$ cat src/rtl/fetch_decode_pkg.sv
// fetch_decode_pkg: CHIP-8 operation indices and fetch FSM state encoding shared by fetch, decode and execute.
package fetch_decode_pkg;

   typedef enum logic [2:0] {IDLE, RD_HI, RD_LO, CAPTURE, ISSUE, WAIT_EXEC} state_t;

   localparam logic [6:0] OP_CLS       = 7'd0;
   localparam logic [6:0] OP_RET       = 7'd1;
   localparam logic [6:0] OP_SYS       = 7'd2;
   localparam logic [6:0] OP_JP        = 7'd3;
   localparam logic [6:0] OP_CALL      = 7'd4;
   localparam logic [6:0] OP_SE_VX_KK  = 7'd5;
   localparam logic [6:0] OP_SNE_VX_KK = 7'd6;
   localparam logic [6:0] OP_SE_VX_VY  = 7'd7;
   localparam logic [6:0] OP_LD_VX_KK  = 7'd8;
   localparam logic [6:0] OP_ADD_VX_KK = 7'd9;
   localparam logic [6:0] OP_LD_VX_VY  = 7'd10;
   localparam logic [6:0] OP_OR        = 7'd11;
   localparam logic [6:0] OP_AND       = 7'd12;
   localparam logic [6:0] OP_XOR       = 7'd13;
   localparam logic [6:0] OP_ADD_VX_VY = 7'd14;
   localparam logic [6:0] OP_SUB       = 7'd15;
   localparam logic [6:0] OP_SHR       = 7'd16;
   localparam logic [6:0] OP_SUBN      = 7'd17;
   localparam logic [6:0] OP_SHL       = 7'd18;
   localparam logic [6:0] OP_SNE_VX_VY = 7'd19;
   localparam logic [6:0] OP_LD_I      = 7'd20;
   localparam logic [6:0] OP_JP_V0     = 7'd21;
   localparam logic [6:0] OP_RND       = 7'd22;
   localparam logic [6:0] OP_DRW       = 7'd23;
   localparam logic [6:0] OP_SKP       = 7'd24;
   localparam logic [6:0] OP_SKNP      = 7'd25;
   localparam logic [6:0] OP_LD_VX_DT  = 7'd26;
   localparam logic [6:0] OP_LD_VX_K   = 7'd27;
   localparam logic [6:0] OP_LD_DT_VX  = 7'd28;
   localparam logic [6:0] OP_LD_ST_VX  = 7'd29;
   localparam logic [6:0] OP_ADD_I_VX  = 7'd30;
   localparam logic [6:0] OP_LD_F_VX   = 7'd31;
   localparam logic [6:0] OP_LD_B_VX   = 7'd32;
   localparam logic [6:0] OP_LD_MI_VX  = 7'd33;
   localparam logic [6:0] OP_LD_VX_MI  = 7'd34;
   localparam logic [6:0] OP_ILLEGAL   = 7'd127;

endpackage

$ cat src/rtl/fetch_decode_decoder.sv
// opcode_decoder: combinational CHIP-8 opcode to operation index map.
module opcode_decoder
   import fetch_decode_pkg::*;
#(
   parameter logic [6:0] ILLEGAL_OP = OP_ILLEGAL
) (
   input  logic [15:0] opcode,
   output logic [6:0]  decode
);

   logic [3:0] n;
   logic [7:0] kk;

   assign n  = opcode[3:0];
   assign kk = opcode[7:0];

   always_comb begin
      decode = ILLEGAL_OP;
      case (opcode[15:12])
         4'h0: decode = opcode == 16'h00E0 ? OP_CLS : opcode == 16'h00EE ? OP_RET : OP_SYS;
         4'h1: decode = OP_JP;
         4'h2: decode = OP_CALL;
         4'h3: decode = OP_SE_VX_KK;
         4'h4: decode = OP_SNE_VX_KK;
         4'h5: decode = n == 4'h0 ? OP_SE_VX_VY : ILLEGAL_OP;
         4'h6: decode = OP_LD_VX_KK;
         4'h7: decode = OP_ADD_VX_KK;
         4'h8: decode = !n[3] ? OP_LD_VX_VY + {3'b000, n} : n == 4'hE ? OP_SHL : ILLEGAL_OP;
         4'h9: decode = n == 4'h0 ? OP_SNE_VX_VY : ILLEGAL_OP;
         4'hA: decode = OP_LD_I;
         4'hB: decode = OP_JP_V0;
         4'hC: decode = OP_RND;
         4'hD: decode = OP_DRW;
         4'hE: decode = kk == 8'h9E ? OP_SKP : kk == 8'hA1 ? OP_SKNP : ILLEGAL_OP;
         default:
            case (kk)
               8'h07:   decode = OP_LD_VX_DT;
               8'h0A:   decode = OP_LD_VX_K;
               8'h15:   decode = OP_LD_DT_VX;
               8'h18:   decode = OP_LD_ST_VX;
               8'h1E:   decode = OP_ADD_I_VX;
               8'h29:   decode = OP_LD_F_VX;
               8'h33:   decode = OP_LD_B_VX;
               8'h55:   decode = OP_LD_MI_VX;
               8'h65:   decode = OP_LD_VX_MI;
               default: decode = ILLEGAL_OP;
            endcase
      endcase
   end

endmodule

$ cat src/rtl/fetch_decode.sv
// fetch_decode: reads two opcode bytes at PC, decodes them and issues to execute,
// then waits for execute to retire the instruction since it may rewrite PC.
module fetch_decode
   import fetch_decode_pkg::*;
#(
   parameter int          ADDR_W     = 12,
   parameter logic [6:0]  ILLEGAL_OP = 7'd127
) (
   input  logic              clk,
   input  logic              rst,
   input  logic [15:0]       i_pc_data,
   input  logic              i_halt,
   output logic              o_mem_r_en,
   output logic [ADDR_W-1:0] o_mem_r_addr,
   input  logic [7:0]        i_mem_r_data,
   output logic              o_valid,
   input  logic              i_ready,
   input  logic              i_exec_done,
   output logic [6:0]        o_decode,
   output logic [15:0]       o_opcode,
   output logic [3:0]        o_vx_addr,
   output logic [3:0]        o_vy_addr,
   output logic [7:0]        o_byte_kk,
   output logic [3:0]        o_nibble_n,
   output logic [11:0]       o_mem_addr
);

   state_t            state, state_nx;
   logic [ADDR_W-1:0] pc_q;
   logic [7:0]        hi_q;
   logic [6:0]        dec_nx;
   logic              unused_pc;

   assign unused_pc = ^i_pc_data;

   opcode_decoder #(.ILLEGAL_OP(ILLEGAL_OP)) u_dec (
      .opcode ({hi_q, i_mem_r_data}),
      .decode (dec_nx)
   );

   always_ff @(posedge clk) begin
      if (rst) begin
         state    <= IDLE;
         pc_q     <= '0;
         hi_q     <= '0;
         o_decode <= '0;
         o_opcode <= '0;
      end else begin
         state <= state_nx;
         if (state == RD_HI) pc_q <= i_pc_data[ADDR_W-1:0];
         if (state == RD_LO) hi_q <= i_mem_r_data;
         if (state == CAPTURE) begin
            o_decode <= dec_nx;
            o_opcode <= {hi_q, i_mem_r_data};
         end
      end
   end

   always_comb begin
      state_nx = state;
      case (state)
         IDLE:      state_nx = i_halt ? IDLE : RD_HI;
         RD_HI:     state_nx = RD_LO;
         RD_LO:     state_nx = CAPTURE;
         CAPTURE:   state_nx = ISSUE;
         ISSUE:     state_nx = !i_ready ? ISSUE : i_exec_done ? RD_HI : WAIT_EXEC;
         WAIT_EXEC: state_nx = !i_exec_done ? WAIT_EXEC : i_halt ? IDLE : RD_HI;
         default:   state_nx = IDLE;
      endcase
   end

   // Second byte address wraps within the program space.
   assign o_mem_r_en   = state == RD_HI || state == RD_LO;
   assign o_mem_r_addr = state == RD_HI ? i_pc_data[ADDR_W-1:0] : state == RD_LO ? pc_q + ADDR_W'(1) : '0;
   assign o_valid      = state == ISSUE;
   assign o_vx_addr    = o_opcode[11:8];
   assign o_vy_addr    = o_opcode[7:4];
   assign o_byte_kk    = o_opcode[7:0];
   assign o_nibble_n   = o_opcode[3:0];
   assign o_mem_addr   = o_opcode[11:0];

endmodule
$ cat config.mk
export PLATFORM = sky130hd
export DESIGN_NAME = fetch_decode
export DESIGN_NICKNAME = d
export VERILOG_FILES = /design/src/rtl/fetch_decode_pkg.sv /design/src/rtl/fetch_decode_decoder.sv /design/src/rtl/fetch_decode.sv
export SDC_FILE = /design/constraint.sdc
export NUM_CORES = 1
export LEC_CHECK = 0
export ABC_CLOCK_PERIOD_IN_PS = 1700
export CAP_MARGIN = 30
export CORE_MARGIN = 4
export CORE_UTILIZATION = 35
export DETAILED_ROUTE_END_ITERATION = 6
export PLACE_DENSITY = 0.78
export SLEW_MARGIN = 15
export SYNTH_ARGS = -nofsm -noshare
export SYNTH_HDL_FRONTEND = slang
export SYNTH_SLANG_ARGS = --single-unit
$ cat constraint.sdc
create_clock -name clk -period 1.7 [get_ports clk]
set_input_delay 0.255 -clock clk [delete_from_list [all_inputs] [get_ports clk]]
set_output_delay 0.255 -clock clk [all_outputs]
set_load 0.005 [all_outputs]
### After elaboration in Yosys (flattened, before gate mapping)

Cells that the tools add are included.

| operators by class | value |
|---|---|
| bitwise logic cells | 0 |
| reduce and logical (&&, ||, !) cells | 4 |
| eq/ne operators | 33 |
| multipliers | 0 |
| div/mod/pow operators | 0 |
| multiplexer cells | 17 |
| shifts and indexed selects | 0 |
| add/sub/neg operators | 2 |
| order comparisons | 0 |

Operator list:

| cell | number |
|---|---|
| 7-bit case mux with 15 select lines | 1 |
| 7-bit case mux with 9 select lines | 1 |
| 7-bit 2-to-1 mux | 7 |
| 16-bit by 8-bit == test with 1-bit output, second input constant | 2 |
| 4-bit == test, second input constant | 8 |
| 8-bit by 5-bit == test with 1-bit output, second input constant | 3 |
| 12-bit 2-to-1 mux | 2 |
| 3-bit case mux with 6 select lines | 1 |
| 4-bit by 3-bit == test with 1-bit output, second input constant | 4 |
| 8-bit by 6-bit == test with 1-bit output, second input constant | 2 |
| 8-bit by 7-bit == test with 1-bit output, second input constant | 2 |
| 8-bit == test, second input constant | 2 |
| 12-bit by 1-bit adder with 12-bit output, second input constant | 1 |
| 3-bit 2-to-1 mux | 3 |
| 4-bit by 2-bit == test with 1-bit output, second input constant | 2 |
| 8-bit by 3-bit == test with 1-bit output, second input constant | 1 |
| 8-bit by 4-bit == test with 1-bit output, second input constant | 1 |
| 4-bit logical NOT | 2 |
| 3-bit by 2-bit == test with 1-bit output, second input constant | 2 |
| 3-bit == test, second input constant | 2 |
| 4-bit by 4-bit adder with 5-bit output, first input constant | 1 |
| 4-bit by 1-bit == test with 1-bit output, second input constant | 1 |
| 3-bit by 1-bit == test with 1-bit output, second input constant | 1 |
| 3-bit logical NOT | 1 |
| 3 further kinds | 3 |

| word-level totals | value |
|---|---|
| bits in latches | 0 |
| bits in registers | 46 |
| memories kept | 0 |
| input bits | 29 |
| ROM bits | 0 |
| RAM bits | 0 |
| word-level logic and storage cells | 61 |

### Depth between registers and ports, before layout

Gate-level depths: netlist of the first run.

| logic depth | value |
|---|---|
| depth after elaboration | 4 |
| depth in mapped cells | 6 |
| depth with buffers taken out | 6 |

### Cells and area by module

From an unflattened synthesis of the first run, not the netlist that was laid out.

| unflattened totals | value |
|---|---|
| cell total of the unflattened synthesis | 393 |
| area, all modules | 2835.2 µm² |

By module, submodules not included:

| module | area each (µm²) | seq. area each (µm²) | cells an instance | times used |
|---|---|---|---|---|
| fetch_decode | 2159.6 | 920.9 | 285 | 1 |
| opcode_decoder | 675.6 | 0.0 | 108 | 1 |

### Worst setup path after synthesis of the first run

No wires, ideal clock.

| timing | value |
|---|---|
| path type | register -> register |
| from | register hi_q[7] |
| to | register o_decode[1] |
| slack | -0.101 ns |
| library setup time | 0.130 ns |
| buffers on the path | 0 |
| period minus slack after synthesis | 1.801 ns |
| arrival | 1.671 ns |
| cell stages (with the launch flop) | 6 |
| cell sequence | dfxtp_1 -> or4_1 -> nor3_1 -> or4b_1 -> a31oi_1 -> o41ai_1 |

| between the ends | value |
|---|---|
| word-level cells in the longest chain between the ends | 4 |
| elaborated cells on any way between the ends | 20 |
| those cells by class | eq/ne: 16; mux: 3; reduce/logical: 1 |

RTL lines:

| item | line | RTL |
|---|---|---|
| from (decl) | fetch_decode.sv:30 | `logic [7:0] hi_q;` |
| from (signal assigned) | fetch_decode.sv:51 | `if (state == RD_LO) hi_q <= i_mem_r_data;` |
| 16-bit by 8-bit == test with 1-bit output | fetch_decode_decoder.sv:20 | `4'h0: decode = opcode == 16'h00E0 ? OP_CLS : opcode == 16'h00EE ? OP_RET : OP_SYS;` |
| 2-bit 2-to-1 mux | fetch_decode_decoder.sv:20 |  |
| 7-bit 2-to-1 mux | fetch_decode_decoder.sv:20 |  |
| 7-bit case mux with 15 select lines (*) | fetch_decode_decoder.sv:19 | `case (opcode[15:12])` |
| to (signal assigned) | fetch_decode.sv:53 | `o_decode <= dec_nx;` |
| to (decl) | fetch_decode.sv:19 | `output logic [6:0] o_decode,` |

Mark *: on every way between the ends. The rest lies on a longest branch, timed or not.
A chain may end at the register's enable or synchronous reset.

### Worst setup path after layout of the first run

| timing | value |
|---|---|
| from | register pc_q[0] |
| to | output port o_mem_r_addr[10] |

| between the ends | value |
|---|---|
| word-level cells in the longest chain between the ends | 3 |

RTL lines:

| item | line | RTL |
|---|---|---|
| from (decl) | fetch_decode.sv:29 | `logic [ADDR_W-1:0] pc_q;` |
| from (signal assigned) | fetch_decode.sv:50 | `if (state == RD_HI) pc_q <= i_pc_data[ADDR_W-1:0];` |
| 12-bit by 1-bit adder with 12-bit output | fetch_decode.sv:74 | `assign o_mem_r_addr = state == RD_HI ? i_pc_data[ADDR_W-1:0] : state == RD_LO ? pc_q + ADDR_W'(1) : '0;` |
| 12-bit 2-to-1 mux (2 in a row) | fetch_decode.sv:74 |  |
| to (decl) | fetch_decode.sv:14 | `output logic [ADDR_W-1:0] o_mem_r_addr,` |

No other way between the ends.

==> summary.txt, run 1 <==
Timing
  • Fmax: 0.517 GHz
  • Tightest Pin Transition: 0.533 ns
  • Period utilisation layout: 1.14
  • Fin. Hold Viols: 0
  • Slew Limit Headroom: 0.643
  • Tmin final: 1.93 ns
  • WHS: 0.358 ns
  • Skew final: ~0.011 ns
  • Max Slew Vio Count: 0
  • Final setup fails: 15
  • Unrepaired setup endpoints after global routing: true
  • PnR worst setup slack: -0.234 ns
  • Fin Setup TNS: -1.71 ns

Detailed routing
  • Detailed Route Iter0 Violations: 168
  • Routed len/inst: 15.9 microns
  • Via count: 3340
  • Total detailed-routing wirelength: 10200 microns
  • Vias per inst: 5.19
  • DRC violations left: 0
  • Pre-antenna DRT Iters: 4
  • Remaining antenna violation count: 0

Die
  • Die Ht: 97.1 microns
  • FP Rows: 32
  • IO Pins: 98
  • Area of the core: 0.00773 sq mm
  • Die width: 97.1 microns
  • Starting density of the core: 0.360
  • Die area: between 0.009 and 0.01 sq mm

Setup path
  • Worst Path Required: 1.44 ns
  • R2r setup slk: -0.19 ns
  • RR Endpoint: o_decode[1]
  • Startpoint types: flop
  • Reg2reg start: hi_q[7]
  • Crit path capture type: output port
  • Worst endpoint data arrival time: 1.68 ns
  • Register-to-Register Path Depth: 5
  • CP Max Fanout: 2
  • CP Class: reg -> out

Yosys
  • Top-count cell post-synth: nand2_1
  • Most instantiated cells after synthesis: nand2_1, dfxtp_1, a21oi_1
  • Synthesized area: ~0.0028 sq mm
  • Post-synthesis sequential area ratio: 0.331
  • Net count after synthesis: 403
  • Post-synth top area share: 0.331
  • Post-synth top area cell: dfxtp_1
  • Synthesis Warnings: 0
  • Ys flop type: dfxtp_1
  • Post-synth EDFFs: 0
  • Syn avg cell area: 7.47 sq um
  • Top area cells in the synthesized netlist: dfxtp_1, nand2_1, buf_4
  • Unique masters post-synth: 49
  • Ys async rst share: 0
  • Synthesized flop and latch total: 46
  • Syn Inst Count: between 300 and 400

Placed design
  • PortBufs: slightly above 90
  • Placed instance area: 0.00417 sq mm
  • DP Wirelength: 6470 microns
  • Final GP Congestion: 0.902

Clock tree
  • TritonCTS Sinks: 46
  • Clk slew on worst S/H paths: ~0.090 ns
  • Root buffer cell: clkbuf_8
  • Number of H-tree levels: 2
  • Worst skew pair latency: 0.29 ns
  • Num CTS Buffers: 5
  • Maximum root-to-sink buffer count: 2
  • CTS tree: done

Hold path
  • Hold path start: i_mem_r_data[0]
  • Worst hold path depth: 4
  • Hold path endpoint: hi_q[0]
  • Type of the worst min-delay path: in -> reg

Final layout
  • Ant. Diodes: 0
  • Util after Layout: 0.650
  • Syn-to-layout area delta: 80.8%
  • Layout net count: 573
  • Layout cells sized above 1: 0.419
  • Final Cell Area: 0.00502 sq mm
  • Fillers: a little over 600

Flow run
  • Max cap viols: 0

Power and ir drop
  • Worst VDD drop: 0.000483 V
  • Tot Pwr: 2.90 mW
  • Leakage Power: about 2.0 nW
  • Pwr per Cell Area: 576 mW/mm^2

GRT
  • First-pass GRT wire length: 15400 microns
  • Total global routing overflow: 0
  • Vias in the first global route: 3304
  • Initial antenna violation count: 0
  • Global Route Usage Sum: 0.196
  • Largest net degree at the start of global routing: 33

Outcome
  • Failing checks: setup timing
  • Status: finished with violations
==> metal layers <==
| layer | vias up | share of wire | routed length (microns) | global-route usage |
|---|---|---|---|---|
| li1 | 1610 | - | - | - |
| met4 | 0 | 0.032 | 332 | 0.0616 |
| met5 | - | 0 | 0 | 0 |
| met1 | 1566 | 0.38 | 3900 | 0.220 |
| met3 | 28 | 0.065 | 662 | 0.0524 |
| met2 | 136 | 0.52 | 5330 | 0.357 |
==> placed cells by master (no fill, tap or decap), types with 3 or more instances in the layout <==
cell type,n
o211ai_1,3
buf_12,4
xnor2_1,4
a2111oi_4,3
buf_6,18
dfxtp_1,38
nor2_4,3
dfxtp_2,8
nand2_2,5
xor2_1,3
nor3_4,3
a21oi_1,45
clkdlybuf4s50_1,71
and3_1,3
o21ai_0,3
nor3_1,4
buf_2,13
nand2_1,76
clkbuf_2,5
o21ai_2,7
xnor2_2,3
nand3_1,5
buf_4,108
a211oi_1,4
nand2_4,7
nand4_1,5
clkbuf_8,5
nand3_2,3
nor2_1,12
o21ai_1,3
nand3b_1,5
==> repair_timing <==
action | CTS | global route
cloned | 1 | 2
pin swaps | 20 | 32
buffers inserted | 28 | 15
setup endpoints to repair | 21 | 19
gates resized for setup | 138 | 71
hold buffers | 0 | 0
==> critical path: stages, from the launching register on <==
cell and delay, ns:
dfxtp_2 0.37, ha_4 0.15, nand3_2 0.11, nor2_4 0.11
buf_4 0.11, nand4_1 0.10, xor2_1 0.18, o21ai_1 0.13
buf_2 0.13
==> state kept, by name, indices dropped and copies added (netlist names) <==
signal,cells
o_opcode,16
hi_q,8
pc_q,12
state,3
o_decode,7
==> logic make-up after synthesis <==
logic type	after synthesis	share of synthesized area
adders and majority gates	2	0.00900
buffers and inverters	63	0.132
AOI/OAI and AO/OA	86	0.195
and+or+nand+nor	163	0.294
DFF	46	0.331
xor gates and xnor gates	12	0.0378
==> how the worst max path moves through the flow <==
stage                                from               end
after floorplan                   hi_q[7]       o_decode[1]
after global placement    i_mem_r_data[1]       o_decode[2]
after detailed placement  i_mem_r_data[4]       o_decode[1]
after CTS                         pc_q[0]  o_mem_r_addr[11]
after global routing              pc_q[0]  o_mem_r_addr[10]
final                             pc_q[0]  o_mem_r_addr[10]
==> power breakdown <==
| group | leakage, nW | switching [mW] | internal [mW] |
|---|---|---|---|
| sequential | 0.376 | 0.0535 | 1.14 |
| clock | 0.0438 | 0.349 | 0.276 |
| combinational | 1.60 | 0.497 | 0.578 |
==> final cells by class <==
| type | count | area [sq um] | share of cell area |
|---|---|---|---|
| timing repair buffer | 223 | 1970 | 0.392 |
| multi-input combinational | 263 | 1910 | 0.380 |
| sequential | 46 | 931 | 0.185 |
| tap | 102 | 128 | 0.0254 |
| clock buffer | 5 | 68.8 | 0.0137 |
| inverter | 3 | 11.3 | 0.00224 |
| clock inverter | 2 | 10.0 | 0.00199 |
==> through the flow <==
| stage | cells | setup slack (ns) |
|---|---|---|
| 6_report | 644 | -0.234 |
| 4_1_cts | 629 | -0.236 |
| 2_1_floorplan | 372 | -0.0509 |
| 3_5_place_dp | 593 | -0.634 |
| 5_1_grt | 644 | -0.356 |
| 3_3_place_gp | 593 | -0.557 |
(Power assumes the default switching activity.)
==> run 2: changes to the inputs <==
--- a/config.mk
+++ b/config.mk
@@ -8,9 +8,10 @@
 export ABC_CLOCK_PERIOD_IN_PS = 1700
 export CAP_MARGIN = 30
 export CORE_MARGIN = 4
-export CORE_UTILIZATION = 35
+export CORE_UTILIZATION = 41
 export DETAILED_ROUTE_END_ITERATION = 6
-export PLACE_DENSITY = 0.78
+export PLACE_DENSITY = 0.88
+export SKIP_LAST_GASP = 1
 export SLEW_MARGIN = 15
 export SYNTH_ARGS = -nofsm -noshare
 export SYNTH_HDL_FRONTEND = slang
==> run 2 against run 1 <==
- the flow still finishes with violations (setup timing)
- flip-flop and latch count unchanged
- largest cell class unchanged
- critical path type unchanged
- power up 1.6%
- non-clock buffer count down 14
- cell area down 4.8%
- global-route usage up 3.7 points
- routed wire length up 8.7%
- largest power group unchanged
- critical path depth unchanged
- maximum frequency down 2.3%
- first-iteration DRC count up 39%
- cell count down 5.9%
- via count up 4.8%
==> summary.txt, run 2 (synthesis results as in run 1) <==
Outcome
  • Status: finished with violations
  • Failing checks: setup timing

Power and ir drop
  • Switch share: 0.322
  • Comb power frac: 0.348
  • Power share of the clock group: 0.246
  • Pwr per Cell Area: 615 mW/mm^2
  • Leakage Power: 1.91 nW
  • Cell-internal power: 1.99 mW
  • Sequential power share: 0.406
  • Net Sw Power: about 950 uW
  • Worst VDD drop: around 0.00048 V

Clock tree
  • Maximum root-to-sink buffer count: 2
  • Clk slew on worst S/H paths: 0.10 ns
  • Worst skew pair latency: between 0.3 and 0.4 ns
  • Root buffer cell: clkbuf_8
  • CTS tree: done
  • Number of H-tree levels: 2
  • TritonCTS Sinks: between 40 and 50
  • Num CTS Buffers: 5
  • CTS Hold Bufs: 0

Final layout
  • Fillers: 479
  • Final Cell Area: roughly 0.0048 sq mm
  • Layout net count: roughly 560
  • Layout Cells excl Fill: 606
  • Util after Layout: 0.740
  • Layout cells sized above 1: 0.384
  • Commonest non-fill, non-tap cells in the layout: buf_4, nand2_1, clkdlybuf4s50_1
  • Syn-to-layout area delta: 72.1%
  • Biggest regs: o_opcode x16, pc_q x12, hi_q x8
  • Ant. Diodes: 0
  • Most common cell after layout, fill and taps aside: buf_4
  • Largest Register: o_opcode
  • Max reg flops: 16

Setup path
  • Crit-path cells: buf_6 > nand4_1 > nor2_2 > buf_4 > nand3_2 > xor2_1 > o21ai_1 > buf_2
  • Worst Path Required: 1.44 ns
  • Crit path capture type: output port
  • Buf+Inv Stages, Crit Path: 3
  • Max incr delay on CP: 0.39 ns
  • Delay-heaviest family, CP: flip-flops
  • R2r setup slk: -0.22 ns
  • CP Class: reg -> out
  • Worst endpoint data arrival time: 1.72 ns
  • Worst path slowest cell: dfxtp_4
  • CP Max Fanout: 3
  • Startpoint types: flop

Timing
  • WHS: 0.372 ns
  • Period utilisation layout: 1.16
  • PnR worst setup slack: -0.279 ns
  • Skew final: 0.0158 ns
  • Fin. Hold Viols: 0
  • Max Slew Vio Count: 0
  • Unrepaired setup endpoints after global routing: true
  • Fmax: 0.505 GHz
  • Tmin final: 1.98 ns
  • Slew Limit Headroom: 0.721
  • Final setup fails: 29
  • Tightest Pin Transition: 0.419 ns

Placed design
  • Final GP Congestion: 0.953
  • Placed instance area: 0.00408 sq mm
  • PortBufs: 93
  • DP Wirelength: 6720 microns
  • DP Worst Slack: -0.629 ns
  • Placed cells: 560

GRT
  • Busiest layer in global routing: met2
  • First-pass GRT wire length: 15700 microns
  • Initial antenna violation count: 0
  • M1 GR Usage: 0.248
  • Total global routing overflow: 0
  • Routing usage on met2: 0.451
  • Largest net degree at the start of global routing: 40
  • Vias in the first global route: 3273
  • Global Route Usage Sum: 0.233
  • GR Layer Usage met3: 0.0433

Detailed routing
  • Routed len/inst: 18.3 microns
  • DRC violations left: 0
  • Remaining antenna violation count: 0
  • Total detailed-routing wirelength: 11100 microns
  • Detailed Route Iter0 Violations: 233
  • Via count: 3501
  • Pre-antenna DRT Iters: 5
  • Vias per inst: 5.78

Flow run
  • Max cap viols: 0

Die
  • Die Ht: 90.3 microns
  • Die area: a little over 0.008 sq mm
  • FP Rows: 29
  • Starting density of the core: 0.430
  • IO Pins: 98
  • Die width: 90.3 microns
  • Area of the core: 0.00646 sq mm

Hold path
  • Type of the worst min-delay path: in -> reg
## run 2: timing repair
action                     4_1_cts  5_1_grt
buffers inserted                20       19
setup endpoints to repair       21       20
pin swaps                       25       25
cloned                           1        1
gates resized for setup        120       63
## run 2: power groups by stage
stage | Clock (mW) | Combinational (mW) | Sequential (mW)
2_1_floorplan | 0 | 0.349 | 1.20
3_3_place_gp | 0 | 0.753 | 1.20
3_5_place_dp | 0 | 0.772 | 1.21
4_1_cts | 0.719 | 0.881 | 1.19
5_1_grt | 0.768 | 1.08 | 1.20
6_report | 0.723 | 1.02 | 1.20
## run 2: final timing paths
kind / endpoint / from / cells after the start
max: o_mem_r_addr[9] / pc_q[1] / 8
min reg2reg: o_opcode[12] / o_opcode[12] / 2
max reg2reg: o_decode[1] / hi_q[7] / 5
min: hi_q[0] / i_mem_r_data[0] / 4
## run 2: tightest hold or removal path: stages
cell and delay [ns]:
clkbuf_2 0.13, buf_4 0.15, nand2_1 0.05, a21oi_1 0.06
## run 2: metal layers
| metal | up-vias | share of wire |
|---|---|---|
| met3 | 47 | 0.074 |
| li1 | 1582 | - |
| met2 | 210 | 0.52 |
| met1 | 1662 | 0.36 |
| met4 | 0 | 0.043 |
| met5 | - | 0 |
## run 2: layout make-up
class | count | area, sq um | share of cell area
flip-flops and latches | 46 | 933 | 0.195
clock buffers | 6 | 82.6 | 0.0173
inverters | 3 | 11.3 | 0.00235
repair buffers | 209 | 1840 | 0.385
clock inverters | 2 | 12.5 | 0.00262
well taps | 77 | 96.3 | 0.0201
multi-input cells | 263 | 1800 | 0.377
## run 2: metrics by stage
step                      TNS [ns]  power, mW
final                        -3.13       2.94
after global routing         -4.29       3.05
after CTS                    -1.76       2.79
after detailed placement     -6.44       1.98
after global placement       -5.34       1.95
after floorplan            -0.0509       1.55
